$ cat src/rtl/contador_hora_pkg.sv
// Shared definitions for the time-of-day counter: field limits, field
// selector encodings and controller state encoding.
package contador_hora_pkg;

    localparam int CAMPO_W = 7;

    localparam logic [CAMPO_W-1:0] MAX_SEG  = 7'd59;
    localparam logic [CAMPO_W-1:0] MAX_MIN  = 7'd59;
    localparam logic [CAMPO_W-1:0] MAX_HORA = 7'd23;

    typedef enum logic [1:0] {
        SEL_SEG     = 2'b00,
        SEL_MIN     = 2'b01,
        SEL_HORA    = 2'b10,
        SEL_NINGUNO = 2'b11
    } sel_campo_e;

    typedef enum logic {
        CUENTA   = 1'b0,
        PROGRAMA = 1'b1
    } estado_e;

    function automatic logic [CAMPO_W-1:0] max_campo(input sel_campo_e sel);
        case (sel)
            SEL_SEG:  max_campo = MAX_SEG;
            SEL_MIN:  max_campo = MAX_MIN;
            SEL_HORA: max_campo = MAX_HORA;
            default:  max_campo = '0;
        endcase
    endfunction

endpackage

$ cat src/rtl/divisor_tick.sv
// One-second prescaler: counts enabled cycles 0..PRESCALE-1 and flags the
// last one; clr forces the count back to zero.
module divisor_tick #(
    parameter int PRESCALE = 100000000
) (
    input  logic clk,
    input  logic reset_n,
    input  logic en,
    input  logic clr,
    output logic tick
);

    localparam int W = $clog2(PRESCALE);
    localparam logic [W-1:0] ULTIMO = W'(PRESCALE - 1);

    logic [W-1:0] cnt;

    always_ff @(posedge clk) begin
        if (!reset_n || clr) begin
            cnt <= '0;
        end else if (en) begin
            cnt <= (cnt == ULTIMO) ? '0 : cnt + 1'b1;
        end
    end

    assign tick = en && !clr && (cnt == ULTIMO);

endmodule

$ cat src/rtl/contador_hora.sv
// Binary hh:mm:ss time-of-day counter with a programming mode for
// stepping or loading one field at a time.
module contador_hora
    import contador_hora_pkg::*;
#(
    parameter int PRESCALE = 100000000
) (
    input  logic               clk,
    input  logic               reset_n,
    input  logic               en,
    input  logic               prog,
    input  logic [1:0]         sel_campo,
    input  logic               inc,
    input  logic               dec,
    input  logic               load,
    input  logic [CAMPO_W-1:0] dato_load,
    output logic [CAMPO_W-1:0] seg,
    output logic [CAMPO_W-1:0] min,
    output logic [CAMPO_W-1:0] hora,
    output logic               tick_seg,
    output logic               carry_dia,
    output logic               error_load
);

    estado_e            estado, estado_sig;
    sel_campo_e         sel;
    logic               tick;
    logic               err_sig, carry_sig;
    logic [CAMPO_W-1:0] seg_sig, min_sig, hora_sig;
    logic [CAMPO_W-1:0] campo, maximo, nuevo;

    assign sel = sel_campo_e'(sel_campo);

    divisor_tick #(.PRESCALE(PRESCALE)) u_divisor (
        .clk     (clk),
        .reset_n (reset_n),
        .en      (en),
        .clr     (estado == PROGRAMA),
        .tick    (tick)
    );

    always_comb begin
        estado_sig = prog ? PROGRAMA : CUENTA;
        carry_sig  = tick && (seg == MAX_SEG) && (min == MAX_MIN) && (hora == MAX_HORA);
        seg_sig    = seg;
        min_sig    = min;
        hora_sig   = hora;
        err_sig    = 1'b0;
        maximo     = max_campo(sel);
        case (sel)
            SEL_SEG:  campo = seg;
            SEL_MIN:  campo = min;
            SEL_HORA: campo = hora;
            default:  campo = '0;
        endcase
        nuevo = campo;

        // tick can only fire in CUENTA because the prescaler is cleared in PROGRAMA
        if (tick) begin
            if (seg == MAX_SEG) begin
                seg_sig = '0;
                if (min == MAX_MIN) begin
                    min_sig  = '0;
                    hora_sig = (hora == MAX_HORA) ? '0 : hora + 1'b1;
                end else begin
                    min_sig = min + 1'b1;
                end
            end else begin
                seg_sig = seg + 1'b1;
            end
        end else if (estado == PROGRAMA && sel != SEL_NINGUNO) begin
            if (load) begin
                if (dato_load <= maximo) nuevo = dato_load;
                else                     err_sig = 1'b1;
            end else if (inc && !dec) begin
                nuevo = (campo == maximo) ? '0 : campo + 1'b1;
            end else if (dec && !inc) begin
                nuevo = (campo == '0) ? maximo : campo - 1'b1;
            end
            case (sel)
                SEL_SEG:  seg_sig  = nuevo;
                SEL_MIN:  min_sig  = nuevo;
                SEL_HORA: hora_sig = nuevo;
                default:  ;
            endcase
        end
    end

    always_ff @(posedge clk) begin
        if (!reset_n) begin
            estado     <= CUENTA;
            seg        <= '0;
            min        <= '0;
            hora       <= '0;
            tick_seg   <= 1'b0;
            carry_dia  <= 1'b0;
            error_load <= 1'b0;
        end else begin
            estado     <= estado_sig;
            seg        <= seg_sig;
            min        <= min_sig;
            hora       <= hora_sig;
            tick_seg   <= tick;
            carry_dia  <= carry_sig;
            error_load <= err_sig;
        end
    end

endmodule

$ cat config.mk
export PLATFORM = sky130hd
export DESIGN_NAME = contador_hora
export DESIGN_NICKNAME = d
export VERILOG_FILES = /design/src/rtl/contador_hora_pkg.sv /design/src/rtl/divisor_tick.sv /design/src/rtl/contador_hora.sv
export SDC_FILE = /design/constraint.sdc
export NUM_CORES = 1
export LEC_CHECK = 0
export ABC_CLOCK_PERIOD_IN_PS = 3200
export BUFFER_PORTS_ARGS = -buffer_cell sky130_fd_sc_hd__buf_2
export CAP_MARGIN = 30
export CORE_MARGIN = 2
export CORE_UTILIZATION = 35
export CTS_CLUSTER_SIZE = 24
export DETAILED_ROUTE_END_ITERATION = 7
export SYNTH_ARGS = -nofsm -noshare
export SYNTH_HDL_FRONTEND = slang
export SYNTH_SLANG_ARGS = --single-unit
$ cat constraint.sdc
create_clock -name clk -period 3.2 [get_ports clk]
set_clock_uncertainty 0.2 [all_clocks]
set_input_delay 0.32 -clock clk [delete_from_list [all_inputs] [get_ports clk]]
set_output_delay 0.32 -clock clk [all_outputs]
set_load 0.01 [all_outputs]
==> impl_metrics.env <==
export IMPL_antenna_found_initial=0
export IMPL_synthTopCellsByArea="dfxtp_1 (28%), nor2_1 (5.1%), nand3_1 (4.8%)"
export IMPL_p_switching_mw=0.3750
export IMPL_numPortBuffers=39
export IMPL_first_global_vias=3883
export IMPL_sequentialPowerShare_pct=51.2
export IMPL_netlist_instances=479
export IMPL_ant_nets=0
export IMPL_pwr_density_cell_nw_per_um2=286.6
export IMPL_num_io_pins=40
export IMPL_ys_async_sr_fraction_pct=0
export IMPL_min_path_cells=2
export IMPL_rows=37
export IMPL_critical_path_cell_chain="or4b_1 > or4_4 > or3_4 > or3_4 > o21ai_4 > inv_1 > a21oi_1 > a21oi_1"
export IMPL_die_w_microns=106.6
export IMPL_power_mw=1.303
export IMPL_htreeDepth=2
export IMPL_worstMarginPinSlew_ps=669.6
export IMPL_root_buffer="clkbuf_8"
export IMPL_numClockSinks=52
export IMPL_status="finished, final reports clean"
export IMPL_areaGrowthSynthToFinish_pct=23.43
export IMPL_final_nets=591
export IMPL_final_common_cell="buf_4"
export IMPL_initial_utilization_pct=35.85
export IMPL_slew_headroom_pct=54.89
export IMPL_die_area_sq_um=11360
export IMPL_maxCapViolCount=0
export IMPL_drt_pass1_iter_count=5
export IMPL_path_clk_slew_ps=90
export IMPL_yosys_area_top_type="dfxtp_1"
export IMPL_hold_viol=0
export IMPL_ys_warnings_count=0
export IMPL_cp_end_kind="flip-flop"
export IMPL_pwr_share_clk_pct=30.1
export IMPL_fmax_mhz=320.4
export IMPL_critical_path_max_fanout=7
export IMPL_synth_edf_count=0
export IMPL_setup_tns_ps=0
export IMPL_syn_avg_cell_area_sq_um=7.693
export IMPL_clkLatencyLatePin_ps=310
export IMPL_pwr_share_comb_pct=18.7
export IMPL_final_area_sq_um=4548
export IMPL_finalCritPeriodShare_pct=97.52
export IMPL_drt_initial_drc_count=310
export IMPL_setup_viol=0
export IMPL_fillers=1068
export IMPL_worst_r2r_path_depth=8
export IMPL_rsz0062_at_grt="false"
export IMPL_ys_flop_type="dfxtp_1"
export IMPL_switching_share_pct=28.77
export IMPL_wl_per_cell_microns=17.61
export IMPL_syn_nets=507
export IMPL_die_y_microns=106.6
export IMPL_cts_made_buffers=5
export IMPL_diodes=0
export IMPL_syn_area_sq_um=3685
export IMPL_core_area_sq_um=10280
export IMPL_place_congestion=1.003
export IMPL_grt_pass1_wl_microns=20110
export IMPL_via_count=4061
export IMPL_slowest_delay_ps=560
export IMPL_utilization_pct=44.25
export IMPL_slew_violations=0
export IMPL_hold_slack_ps=25.83
export IMPL_via_per_inst=5.810
export IMPL_grt_max_degree=28
export IMPL_p_leak_nw=1.845
export IMPL_drcViolationCount=0
export IMPL_synthDistinctLibCells=63
export IMPL_cts_buffer_depth=2
export IMPL_hp_class="in -> reg"
export IMPL_critPathArrivalTime_ps=3100
export IMPL_cpMaxStageDelayCell="or4_4"
export IMPL_path_class="reg -> reg"
export IMPL_place_area_sq_um=4402
export IMPL_layout_drive_gt1_share_pct=22.91
export IMPL_cp_required_ps=3180
export IMPL_crit_path_start_kind="flip-flop"
export IMPL_ys_ff_latch=52
export IMPL_routed_wirelength_microns=12310
export IMPL_ys_seq_area_share_pct=28.25
export IMPL_synth_top_area_share_pct=28.25
export IMPL_grt_overflow=0
export IMPL_ir_drop_v=0.0001731
export IMPL_layout_common_cells="buf_4 (66), dfxtp_1 (52), nor2_1 (50)"
export IMPL_gr_usage_all_layers_pct=22.03
export IMPL_fin_crit_ps=3121
export IMPL_dp_hpwl_microns=9447
export IMPL_internal_power_mw=0.9284
export IMPL_cts_tree="built"
-- critical path: cells and delay by family, from the launching register on --
family | cells | cell delay (ps)
AO/OA/AOI/OAI | 3 | 520
AND/OR/NAND/NOR | 4 | 1840
buffers and inverters | 1 | 80
flip-flops | 1 | 350
-- timing repair --
action                                  CTS  global route
endpoints found under the setup margin    2             8
setup buffers                             3             1
pin swaps                                 1             1
resized for setup                         0             7
hold buffers                              0             0
-- power groups by stage --
stage,logic (mW),registers (mW),clock network [mW]
after floorplan,0.138,0.682,0
after global placement,0.233,0.682,0
after detailed placement,0.235,0.682,0
after CTS,0.237,0.667,0.409
after global routing,0.263,0.669,0.432
final,0.244,0.668,0.392
-- metal layers --
| metal | vias up | GRT usage (%) | part of all wire, % |
|---|---|---|---|
| met3 | 29 | 3.040 | 7.6 |
| met2 | 177 | 35.44 | 46 |
| li1 | 1943 | - | - |
| met4 | 0 | 7.792 | 3.0 |
| met5 | - | 0 | 0 |
| met1 | 1912 | 30.16 | 44 |
-- final timing paths --
path,from,end,slack (ps)
setup / recovery,u_divisor.cnt[25],hora[3],80
hold / removal,prog,estado,30
setup reg to reg,u_divisor.cnt[25],hora[3],80
hold reg to reg,u_divisor.cnt[4],u_divisor.cnt[4],330
-- flip-flops by register name (all words and copies together) (netlist names) --
signal,cells
hora,7
tick_seg,1
estado,1
min,7
u_divisor.cnt,27
error_load,1
seg,7
carry_dia,1
-- area by class of cell --
cell class | count | area [sq um] | area share (%)
sequential | 52 | 1041 | 22.89
inverter | 13 | 48.80 | 1.073
multi-input combinational | 386 | 2506 | 55.10
timing repair buffer | 105 | 690.7 | 15.19
clock buffer | 6 | 82.58 | 1.816
clock inverter | 1 | 8.758 | 0.1926
tap | 136 | 170.2 | 3.741
-- per-stage QoR --
step	setup WS, ps	instances
3_3_place_gp	-59.03	688
5_1_grt	6.129	699
2_1_floorplan	184.9	479
3_5_place_dp	-145.2	688
4_1_cts	1.058	698
6_report	79.25	699
-- kinds of logic (layout without fill, tap and decap cells) --
logic type,count (synthesis),count (layout),share of synthesized area (%)
buf+inv,41,125,4.584
flops,52,52,28.25
fa+ha+maj,12,12,4.075
simple gates,206,206,29.51
xor+xnor,30,30,7.131
compound gates,126,126,23.16
mux,12,12,3.294
-- Yosys cell counts (3+ instances only) --
cell type / instances
a221oi_1: 3
ha_1: 12
nand3b_1: 4
nor2b_1: 11
o2bb2ai_1: 6
clkbuf_1: 20
nor3_1: 9
a21oi_1: 27
a2111oi_0: 3
a211oi_1: 3
a31oi_1: 10
and2_1: 6
buf_2: 3
or3_1: 3
nand3_1: 35
nand2_1: 31
and3_1: 15
nand4_1: 10
o21ai_0: 29
xnor2_1: 15
a22oi_1: 3
buf_1: 3
o211ai_1: 6
mux2i_1: 11
a211o_1: 3
o31ai_1: 3
nor2_1: 50
a2bb2oi_1: 4
or4_1: 5
nor4_1: 8
nand2b_1: 3
inv_1: 12
dfxtp_1: 52
o21a_1: 5
xor2_1: 15
and4_1: 5
No activity file was read; power rests on OpenSTA's default activity.
